File: src/rtl/fifo_pop_arbiter.sv
// fifo_pop_arbiter
// Round-robin pop arbiter across NUM_REQ upstream FIFOs. The winning head word
// is parity-checked on the way into a single output register. Words that fail
// parity are popped and dropped, and an error pulse is raised. A requester that
// fails ERR_LIMIT times in a row is masked until clear_i.
module fifo_pop_arbiter #(
  parameter int NUM_REQ     = 4,
  parameter int DATA_WIDTH  = 9,
  parameter     PARITY_BIT  = "MSB",
  parameter     PARITY_TYPE = "EVEN",
  parameter int ERR_LIMIT   = 3,
  parameter int CNT_WIDTH   = 16,
  localparam int SRC_W      = $clog2(NUM_REQ)
) (
  input  logic                          clk,
  input  logic                          rst_n,
  input  logic [NUM_REQ-1:0]            pop_valid_i,
  input  logic [NUM_REQ*DATA_WIDTH-1:0] pop_data_i,
  output logic [NUM_REQ-1:0]            pop_grant_o,
  output logic                          valid_o,
  output logic [DATA_WIDTH-2:0]         data_o,
  output logic [SRC_W-1:0]              src_o,
  input  logic                          grant_i,
  output logic                          err_o,
  output logic [SRC_W-1:0]              err_src_o,
  output logic [CNT_WIDTH-1:0]          err_cnt_o,
  output logic [NUM_REQ-1:0]            mask_o,
  input  logic                          clear_i
);

  // The consecutive-error counter only has to reach ERR_LIMIT, then it saturates.
  localparam int CE_W = (ERR_LIMIT < 2) ? 1 : $clog2(ERR_LIMIT + 1);
  localparam logic [CE_W-1:0] CE_LIMIT = CE_W'(ERR_LIMIT);
  localparam logic [SRC_W-1:0] LAST_IDX = SRC_W'(NUM_REQ - 1);
  localparam bit PAR_ODD = (PARITY_TYPE == "ODD");

  logic                  valid_q;
  logic [DATA_WIDTH-2:0] data_q;
  logic [SRC_W-1:0]      src_q;
  logic                  err_q;
  logic [SRC_W-1:0]      err_src_q;
  logic [CNT_WIDTH-1:0]  err_cnt_q;
  logic [NUM_REQ-1:0]    mask_q;
  logic [SRC_W-1:0]      rr_ptr_q;
  logic [CE_W-1:0]       cerr_q [NUM_REQ];

  logic [DATA_WIDTH-1:0] words   [NUM_REQ];
  logic [NUM_REQ-1:0]    eligible;
  logic                  slot_free;
  logic                  win_found;
  logic [SRC_W-1:0]      win_idx;
  logic [SRC_W-1:0]      rr_next;
  logic                  pop_fire;
  logic [DATA_WIDTH-1:0] win_word;
  logic [DATA_WIDTH-2:0] win_payload;
  logic                  par_ok;
  logic                  pop_err;

  // Split the flat data bus into per-requester head words.
  always_comb begin
    for (int i = 0; i < NUM_REQ; i++) begin
      words[i] = pop_data_i[i*DATA_WIDTH +: DATA_WIDTH];
    end
  end

  assign eligible  = pop_valid_i & ~mask_q;
  assign slot_free = !valid_q || grant_i;

  // Round-robin pick: first eligible index at or above rr_ptr, wrapping.
  always_comb begin
    int               idx;
    logic [SRC_W-1:0] idx_w;
    win_found = 1'b0;
    win_idx   = '0;
    idx       = 0;
    idx_w     = '0;
    for (int k = 0; k < NUM_REQ; k++) begin
      idx   = (int'(rr_ptr_q) + k) % NUM_REQ;
      idx_w = SRC_W'(idx);
      if (!win_found && eligible[idx_w]) begin
        win_found = 1'b1;
        win_idx   = idx_w;
      end
    end
  end

  assign rr_next = (win_idx == LAST_IDX) ? '0 : win_idx + 1'b1;

  // Reset gates the strobe directly so no FIFO is popped while rst_n is low.
  assign pop_fire    = rst_n && slot_free && !clear_i && win_found;
  assign pop_grant_o = pop_fire ? (NUM_REQ'(1) << win_idx) : '0;

  assign win_word = words[win_idx];
  assign par_ok   = (^win_word) == PAR_ODD;
  assign pop_err  = pop_fire && !par_ok;

  generate
    if (PARITY_BIT == "LSB") begin : g_par_lsb
      assign win_payload = win_word[DATA_WIDTH-1:1];
    end else begin : g_par_msb
      assign win_payload = win_word[DATA_WIDTH-2:0];
    end
  endgenerate

  // Output register: load a good word, drain on accept, hold otherwise.
  always_ff @(posedge clk or negedge rst_n) begin
    if (!rst_n) begin
      valid_q <= 1'b0;
      data_q  <= '0;
      src_q   <= '0;
    end else if (pop_fire && par_ok) begin
      valid_q <= 1'b1;
      data_q  <= win_payload;
      src_q   <= win_idx;
    end else if (slot_free) begin
      valid_q <= 1'b0;
    end
  end

  // Error pulse, last-error source and saturating total error count.
  always_ff @(posedge clk or negedge rst_n) begin
    if (!rst_n) begin
      err_q     <= 1'b0;
      err_src_q <= '0;
      err_cnt_q <= '0;
    end else begin
      err_q <= pop_err;
      if (pop_err) begin
        err_src_q <= win_idx;
      end
      if (clear_i) begin
        err_cnt_q <= '0;
      end else if (pop_err && !(&err_cnt_q)) begin
        err_cnt_q <= err_cnt_q + 1'b1;
      end
    end
  end

  // Per-requester consecutive-error tracking and masking.
  always_ff @(posedge clk or negedge rst_n) begin
    if (!rst_n) begin
      mask_q <= '0;
      for (int i = 0; i < NUM_REQ; i++) begin
        cerr_q[i] <= '0;
      end
    end else if (clear_i) begin
      mask_q <= '0;
      for (int i = 0; i < NUM_REQ; i++) begin
        cerr_q[i] <= '0;
      end
    end else if (pop_fire) begin
      if (par_ok) begin
        cerr_q[win_idx] <= '0;
      end else begin
        if (cerr_q[win_idx] < CE_LIMIT) begin
          cerr_q[win_idx] <= cerr_q[win_idx] + 1'b1;
        end
        if (cerr_q[win_idx] >= CE_LIMIT - 1'b1) begin
          mask_q[win_idx] <= 1'b1;
        end
      end
    end
  end

  // Round-robin pointer advances past every winner, good word or bad.
  always_ff @(posedge clk or negedge rst_n) begin
    if (!rst_n) begin
      rr_ptr_q <= '0;
    end else if (pop_fire) begin
      rr_ptr_q <= rr_next;
    end
  end

  assign valid_o   = valid_q;
  assign data_o    = data_q;
  assign src_o     = src_q;
  assign err_o     = err_q;
  assign err_src_o = err_src_q;
  assign err_cnt_o = err_cnt_q;
  assign mask_o    = mask_q;

endmodule

File: config.mk
export PLATFORM = sky130hd
export DESIGN_NAME = fifo_pop_arbiter
export DESIGN_NICKNAME = d
export VERILOG_FILES = /design/src/rtl/fifo_pop_arbiter.sv
export SDC_FILE = /design/constraint.sdc
export NUM_CORES = 1
export LEC_CHECK = 0
export CAP_MARGIN = 15
export CORE_ASPECT_RATIO = 1.5
export CORE_MARGIN = 1
export CORE_UTILIZATION = 45
export CTS_BUF_LIST = sky130_fd_sc_hd__clkbuf_8
export CTS_CLUSTER_DIAMETER = 120
export DETAILED_ROUTE_END_ITERATION = 6
export PLACE_DENSITY = 0.85
export SYNTH_ARGS = -nofsm -noshare
export SYNTH_HDL_FRONTEND = slang
export SYNTH_SLANG_ARGS = --single-unit
File: constraint.sdc
create_clock -name clk -period 2.7 [get_ports clk]
set_clock_uncertainty 0.05 [all_clocks]
set_input_delay 0.54 -clock clk [delete_from_list [all_inputs] [get_ports clk]]
set_output_delay 0.54 -clock clk [all_outputs]
set_load 0.01 [all_outputs]
* Yosys cells after proc, flatten, opt, wreduce, memory -nomap -nowiden *
Index checks and enable logic that the tools add are counted.

storage, ports and cells
  register bits = 44
  word-level logic and storage cells = 106
  memories kept = 0
  output and inout port bits = 38
  bits of input ports = 44
  latch bits = 0
  memory bits (writable) = 0
  ROM bits = 0

operators by class
  equality and inequality tests = 2
  multiplexer cells = 41
  $add $sub $neg = 6
  shift operators = 1
  div/mod/pow operators = 0
  $lt $le $gt $ge = 10
  $mul = 0
  reduce and logical (&&, ||, !) cells = 27
  bitwise logic cells = 7

operators with widths
  kind                                                count
  two-way mux 16 bit                                  2
  two-way mux 8 bit                                   4
  two-way mux 4 bit                                   5
  binary-select mux 9 bit (select 2 bit)              1
  two-way mux 9 bit                                   2
  adder 16 x 1 -> 16 bit, second input constant       1
  two-way mux 2 bit                                   8
  AND reduction 16 bit                                1
  < comparator 2 x 3 -> 1 bit, second input constant  5
  logical AND 1 bit                                   11
  two-way mux 1 bit                                   11
  nonzero test 2 bit                                  5
  parity 9 bit                                        1
  bitwise AND 8 bit                                   1
  binary-select mux 1 bit (select 2 bit)              4
  bitwise mux 8 bit                                   1
  NOT 8 bit                                           1
  adder 2 x 1 -> 2 bit, second input constant         3
  zero test 1 bit                                     6
  adder 2 bit, second input constant                  2
  bitwise AND 4 bit                                   1
  binary-select mux 2 bit (select 2 bit)              1
  demux 2 bit (select 2 bit)                          1
  NOT 4 bit                                           1
  15 further kinds                                    15

* Depth between registers and ports, before layout *
Gate-level depths: netlist (run 1).

  word-level depth = 24
  gate-level depth with buffers = 11
  depth with buffers taken out = 11

* Worst setup path before layout (run 1) *
Ideal clock, no wire load.

  kind = input to output
  start = in pop_valid_i[0]
  end = out pop_grant_o[0]
  setup slack = -0.145 ns
  required time = 2.110 ns
  arrival time = 2.255 ns
  stages on the path = 7
  buffers on the path = 2
  cell sequence = nor2b_1 a221oi_1 o21ai_1 buf_2 buf_1 ha_1 and2_1

on the way
  cells in the longest elaborated chain, start to end = 15
  elaborated cells on any way between the ends = 26
  those cells by class = 1 x shift; 17 x mux; 1 x bitwise; 7 x reduce/logical

RTL lines
  element                                                         RTL line  text
  start, declared                                                 17        input logic [NUM_REQ-1:0] pop_valid_i,
  bitwise AND 4 bit *                                             66        assign eligible = pop_valid_i & ~mask_q;
  binary-select mux 1 bit (select 2 bit)                          80        if (!win_found && eligible[idx_w]) begin
  two-way mux 1 bit (not written as such)                         80
  two-way mux 1 bit                                               80
  zero test 1 bit                                                 80
  logical AND 1 bit                                               80
  two-way mux 1 bit                                               80
  zero test 1 bit                                                 80
  logical AND 1 bit                                               80
  two-way mux 1 bit                                               80
  zero test 1 bit                                                 80
  logical AND 1 bit                                               80
  two-way mux 2 bit or two-way mux 1 bit (tied branches)          80
  << shifter 1 x 2 -> 4 bit or logical AND 1 bit (tied branches)  91, 90
  two-way mux 4 bit *                                             91        assign pop_grant_o = pop_fire ? (NUM_REQ'(1) << win_idx) : '0;
  end, declared                                                   19        output logic [NUM_REQ-1:0] pop_grant_o,

Every way passes the cells marked *; elsewhere a longest branch is shown, timed or not. The select of a mux whose other input is x is not followed.

* Worst setup path in the final report (run 1) *
  start = in pop_valid_i[1]
  end = reg cerr_q[6] (netlist name)

on the way
  cells in the longest elaborated chain, start to end = 23
  elaborated cells on any way between the ends = 49
  those cells by class = 1 x add/sub; 3 x order compare; 1 x eq/ne; 29 x mux; 4 x bitwise; 11 x reduce/logical

RTL lines
  element                                                                       RTL line       text
  bitwise AND 4 bit *                                                           66
  binary-select mux 1 bit (select 2 bit)                                        80
  two-way mux 1 bit (not written as such)                                       80
  two-way mux 1 bit                                                             80
  zero test 1 bit                                                               80
  logical AND 1 bit                                                             80
  two-way mux 1 bit                                                             80
  zero test 1 bit                                                               80
  [7 not listed]                                                                -
  two-way mux 2 bit (not written as such) or logical AND 1 bit (tied branches)  155, 156, 153
  two-way mux 2 bit (on tied branches)                                          155, 156, 153
  adder 2 x 1 -> 2 bit or demux 2 bit (select 2 bit) (tied branches)            156, 153
  bitwise mux 8 bit or NOT 8 bit (tied branches)                                -
  two-way mux 8 bit or bitwise AND 8 bit (tied branches)                        -
  two-way mux 8 bit                                                             152            if (par_ok) begin
  two-way mux 8 bit                                                             151            end else if (pop_fire) begin
  two-way mux 8 bit                                                             146            end else if (clear_i) begin
  end signal, assigned by index                                                 156            cerr_q[win_idx] <= cerr_q[win_idx] + 1'b1;
  end, declared                                                                 45             logic [CE_W-1:0] cerr_q [NUM_REQ];

Marked as above.
A chain may end at the register's enable or synchronous reset.

==> results of run 1 <==
==> cell type report <==
| class | count | area share [%] |
|---|---|---|
| well taps | 74 | 2.041 |
| clock inverters | 2 | 0.2207 |
| clock buffers | 6 | 1.821 |
| flip-flops and latches | 44 | 24.33 |
| multi-input cells | 217 | 43.12 |
| repair buffers | 134 | 27.67 |
| inverters | 9 | 0.8000 |
==> cells by family after synthesis <==
logic type | Yosys count
muxes | 34
AOI/OAI and AO/OA | 70
xor gates and xnor gates | 28
and+or+nand+nor | 78
buffers and inverters | 19
DFF | 44
adders and majority gates | 6
==> worst register-to-register path: cells and delay by family, from the launching register on <==
kind | cells | cell delay [ns]
adder cells (fa/ha/maj) | 1 | 0.22
buffers and inverters | 3 | 0.38
multiplexers | 2 | 0.29
flip-flops | 1 | 0.39
AND/OR/NAND/NOR | 3 | 0.34
AO/OA/AOI/OAI | 4 | 0.98
==> layout by cell type (no fill, tap or decap), drive strengths merged, types with 2 or more instances in the layout <==
cell type | Yosys | layout
and2 | 9 | 9
nand3 | 7 | 7
a221oi | 2 | 2
nand4 | 3 | 3
dlymetal6s2s | 0 | 9
clkbuf | 3 | 7
o21ai | 9 | 9
nor2b | 5 | 5
nor4 | 2 | 2
and3 | 5 | 5
clkinv | 1 | 3
buf | 7 | 57
o311ai | 4 | 4
nor3 | 2 | 2
a311oi | 2 | 2
dlygate4sd2 | 0 | 10
xnor3 | 4 | 4
o31ai | 6 | 6
or3 | 5 | 5
or4 | 2 | 2
nor2 | 16 | 16
ha | 6 | 6
dfrtp | 44 | 44
xor2 | 8 | 8
a22oi | 2 | 3
a211oi | 2 | 2
mux2 | 19 | 19
inv | 8 | 8
clkdlybuf4s15 | 0 | 2
clkdlybuf4s50 | 0 | 55
nand2 | 14 | 14
nand2b | 3 | 3
xnor2 | 16 | 16
a21oi | 25 | 25
mux2i | 15 | 15
a22o | 12 | 12
==> per-stage QoR <==
step | setup TNS [ns] | utilization, % | setup WS (ns)
2_1_floorplan | 0 | - | 0.005000
3_3_place_gp | -18.78 | 64.84 | -0.5520
3_5_place_dp | -22.27 | 64.84 | -0.6836
4_1_cts | 0 | 69.81 | 0.0002136
5_1_grt | -1.809 | 73.45 | -0.1947
6_report | -0.4158 | 73.45 | -0.08522
==> layer usage <==
layer	GRT usage [%]	vias to the layer above
met3	4.545	35
met1	26.61	1353
met2	49.62	113
li1	-	1288
met5	0	-
met4	11.62	0
==> worst paths after layout <==
path                                 from            end  slack, ns
hold reg to reg                 data_o[5]      data_o[5]       0.44
setup reg to reg                mask_o[1]      cerr_q[6]      -0.07
hold / removal                      rst_n  err_cnt_o[15]       0.28
min in group clk                data_o[5]      data_o[5]       0.44
max in group asynchronous           rst_n    rr_ptr_q[1]       1.92
setup / recovery           pop_valid_i[1]      cerr_q[6]      -0.09
==> report_power, final <==
part           internal, µW  switching [µW]
clock                   204             227
combinational           963             851
sequential              797             107
==> registers in the layout, indices dropped and copies added (netlist names) <==
name / flops
src_o: 2
err_src_o: 2
data_o: 8
cerr_q: 8
valid_o: 1
mask_o: 4
err_o: 1
err_cnt_o: 16
rr_ptr_q: 2
==> repair_timing <==
item,4_1_cts,5_1_grt
pin swaps,23,27
resized for setup,63,42
setup buffers,11,9
gates cloned,1,0
setup endpoints to repair,40,42
==> impl_results.html, run 1 <==
<table>
<tr><th>Metric</th><th>Value</th></tr>
<tr><th colspan="2">STA</th></tr>
<tr><td>Tightest hold margin</td><td>0.2755 ns</td></tr>
<tr><td>Final Hold Fails</td><td>0</td></tr>
<tr><td>Slew Limit Headroom</td><td>62.39%</td></tr>
<tr><td>Maximum frequency from static timing analysis</td><td>359.0 MHz</td></tr>
<tr><td>Count of final max-slew check failures</td><td>0</td></tr>
<tr><td>Smallest setup slack after layout</td><td>-0.08522 ns</td></tr>
<tr><td>Post-layout min period</td><td>2.785 ns</td></tr>
<tr><td>Worst slew pin tran</td><td>0.5642 ns</td></tr>
<tr><td>Final worst-path cycle share</td><td>103.2%</td></tr>
<tr><td>Unrepaired setup endpoints after global routing</td><td>yes</td></tr>
<tr><td>Final setup violating endpoints</td><td>8</td></tr>
<tr><th colspan="2">Routing</th></tr>
<tr><td>Uppermost signal routing layer after detailed routing</td><td>met4</td></tr>
<tr><td>Wirelength per Cell</td><td>18.71 µm</td></tr>
<tr><td>Length of the first detailed-routing pass in iterations</td><td>4</td></tr>
<tr><td>Iter 0 DRT Violations</td><td>74</td></tr>
<tr><td>Detailed-route wire length on metal 1</td><td>3191 µm</td></tr>
<tr><td>Vias per inst</td><td>5.739</td></tr>
<tr><td>WL final</td><td>9092 µm</td></tr>
<tr><td>Total length of routed met2 wires</td><td>4934 µm</td></tr>
<tr><td>Residual DRC</td><td>0</td></tr>
<tr><td>Number of vias after detailed routing</td><td>2,789</td></tr>
<tr><td>Routed length on met3</td><td>511 µm</td></tr>
<tr><td>Remaining antenna violation count after routing</td><td>0</td></tr>
<tr><th colspan="2">Global route</th></tr>
<tr><td>Initial antenna violation count</td><td>0</td></tr>
<tr><td>Largest net degree at the start of global routing</td><td>45</td></tr>
<tr><td>Vias in the first global route</td><td>2,772</td></tr>
<tr><td>GRT Resource Usage Total</td><td>26.17%</td></tr>
<tr><td>GR Overflow Total</td><td>0</td></tr>
<tr><td>Wire length of the first global-routing pass</td><td>13,070 µm</td></tr>
<tr><th colspan="2">Layout</th></tr>
<tr><td>Share of layout cells above drive strength 1</td><td>31.31%</td></tr>
<tr><td>Net count of the finished layout</td><td>461</td></tr>
<tr><td>FF+latch area</td><td>1104 µm²</td></tr>
<tr><td>Area growth syn-to-layout</td><td>57.40%</td></tr>
<tr><td>Count of fill cells added during filler insertion</td><td>409</td></tr>
<tr><td>Non-Filler Cell Area, Final</td><td>4536 µm²</td></tr>
<tr><td>Area of the multi-input gates</td><td>1956 µm²</td></tr>
<tr><td>Antenna diode instance count</td><td>0</td></tr>
<tr><td>Fin cells</td><td>486</td></tr>
<tr><th colspan="2">Synthesis</th></tr>
<tr><td>Top-count cell post-synth</td><td>sky130_fd_sc_hd__dfrtp_1</td></tr>
<tr><td>Library cells used by synthesis</td><td>57</td></tr>
<tr><td>Sequential cell area fraction in the yosys report</td><td>38.21%</td></tr>
<tr><td>Top cells by area in the synthesized netlist</td><td>sky130_fd_sc_hd__dfrtp_1, sky130_fd_sc_hd__xnor2_1, sky130_fd_sc_hd__mux2i_1, sky130_fd_sc_hd__a21oi_1, sky130_fd_sc_hd__mux2_1</td></tr>
<tr><td>Cell area after synthesis</td><td>2882 µm²</td></tr>
<tr><td>Simple-gate area share of the yosys netlist</td><td>15.15%</td></tr>
<tr><td>Gate count of the mapped netlist</td><td>279</td></tr>
<tr><td>Yosys top cell by area</td><td>sky130_fd_sc_hd__dfrtp_1</td></tr>
<tr><td>Area share of the largest cell type after synthesis</td><td>38.21%</td></tr>
<tr><td>Share of synthesized area spent on multiplexers</td><td>13.50%</td></tr>
<tr><td>Post-synthesis share of cell area spent on full adders, half adders and majority gates</td><td>2.605%</td></tr>
<tr><td>Main synth FF type</td><td>sky130_fd_sc_hd__dfrtp_1</td></tr>
<tr><td>Synthesis-stage register bit count</td><td>44</td></tr>
<tr><td>Synth top cells by count</td><td>sky130_fd_sc_hd__dfrtp_1, sky130_fd_sc_hd__a21oi_1, sky130_fd_sc_hd__xnor2_1</td></tr>
<tr><td>Complex-gate fraction of the synthesized area</td><td>17.28%</td></tr>
<tr><td>Warnings from Yosys</td><td>0</td></tr>
<tr><td>Number of enable-type register cells in the synthesized netlist</td><td>0</td></tr>
<tr><td>Syn Nets</td><td>329</td></tr>
<tr><td>Largest family of logic cells by synthesized area</td><td>compound AO/OA/AOI/OAI gates</td></tr>
<tr><td>Xor and xnor area share after synthesis</td><td>10.42%</td></tr>
<tr><td>Synth async-reset ratio</td><td>100.0%</td></tr>
<tr><td>Mean Syn Cell Area</td><td>10.33 µm²</td></tr>
<tr><th colspan="2">Critical path</th></tr>
<tr><td>Crit. End Element</td><td>register</td></tr>
<tr><td>Type of element launching the critical path</td><td>input pin</td></tr>
<tr><td>Critical path buffers and inverters</td><td>4</td></tr>
<tr><td>Crit-path cells</td><td>dlygate4sd2_1 &gt; nand2b_4 &gt; a311oi_4 &gt; nor2_4 &gt; buf_6 &gt; mux2i_1 &gt; mux2i_1 &gt; ha_2 &gt; inv_2 &gt; nor2_2 &gt; a221oi_4 &gt; buf_6 &gt; a21oi_2 &gt; a22o_1</td></tr>
<tr><td>Maximum single-stage delay on the critical path</td><td>0.38 ns</td></tr>
<tr><td>Instance count on the critical path</td><td>14</td></tr>
<tr><td>CP max-delay cell</td><td>sky130_fd_sc_hd__a311oi_4</td></tr>
<tr><td>Data arrival time of the worst path</td><td>2.92 ns</td></tr>
<tr><td>Worst Path Max Fanout</td><td>5</td></tr>
<tr><td>Depth of the worst register-to-register path</td><td>13</td></tr>
<tr><td>Type of the setup path with the least slack</td><td>in2reg</td></tr>
<tr><td>Critical path required time</td><td>2.84 ns</td></tr>
<tr><td>Crit path max-delay family</td><td>compound AO/OA/AOI/OAI gates</td></tr>
<tr><th colspan="2">Pwr</th></tr>
<tr><td>Static leakage power</td><td>0.002049 µW</td></tr>
<tr><td>Max VDD drop</td><td>0.3990 mV</td></tr>
<tr><td>Power Dens Cells</td><td>694.3 nW/µm²</td></tr>
<tr><td>Total design power</td><td>3149 µW</td></tr>
<tr><th colspan="2">Min path</th></tr>
<tr><td>HP Class</td><td>in2async</td></tr>
<tr><th colspan="2">Clock network</th></tr>
<tr><td>Post-cts hold buffer count</td><td>0</td></tr>
<tr><td>Clk pin slew, worst setup/hold paths</td><td>0.09 ns</td></tr>
<tr><td>Buffer levels on the longest clock path</td><td>2</td></tr>
<tr><td>H-tree level count</td><td>2</td></tr>
<tr><td>Root cell of the clock tree</td><td>sky130_fd_sc_hd__clkbuf_8</td></tr>
<tr><td>Clock latency of the later-clocked register in the worst-skew pair</td><td>0.30 ns</td></tr>
<tr><td>Total number of clock tree sinks</td><td>44</td></tr>
<tr><td>TritonCTS clock tree</td><td>built</td></tr>
<tr><td>Total CTS buffers</td><td>5</td></tr>
<tr><th colspan="2">Floorplanning</th></tr>
<tr><td>Die ar.</td><td>6734 µm²</td></tr>
<tr><td>Y dimension of the die</td><td>100.0 µm</td></tr>
<tr><td>Initial core utilization</td><td>46.67%</td></tr>
<tr><td>Die width</td><td>67.34 µm</td></tr>
<tr><td>Area of the placeable core</td><td>6175 µm²</td></tr>
<tr><td>Number of placed I/O pins</td><td>82</td></tr>
<tr><td>Rows</td><td>35</td></tr>
<tr><th colspan="2">Run status</th></tr>
<tr><td>Failing checks</td><td>negative setup slack</td></tr>
<tr><td>Status</td><td>complete, but fails checks</td></tr>
<tr><th colspan="2">Placed design</th></tr>
<tr><td>Routability Congestion</td><td>0.8657</td></tr>
<tr><td>Post-DP Area</td><td>4004 µm²</td></tr>
<tr><td>Input/output buffers</td><td>81</td></tr>
<tr><td>Half-perimeter wire length after detailed placement</td><td>6006 µm</td></tr>
<tr><td>Cell count after placement</td><td>458</td></tr>
<tr><th colspan="2">Flow run</th></tr>
<tr><td>Number of maximum-capacitance constraint violations</td><td>0</td></tr>
</table>
Power figures use the tool's default switching activity.
==> run 2, diff against run 1 <==
--- a/config.mk
+++ b/config.mk
@@ -5,7 +5,6 @@
 export SDC_FILE = /design/constraint.sdc
 export NUM_CORES = 1
 export LEC_CHECK = 0
-export CAP_MARGIN = 15
 export CORE_ASPECT_RATIO = 1.5
 export CORE_MARGIN = 1
 export CORE_UTILIZATION = 45
==> results of run 2 <==
The final DEF is identical to that of run 1; final timing and power are the same.
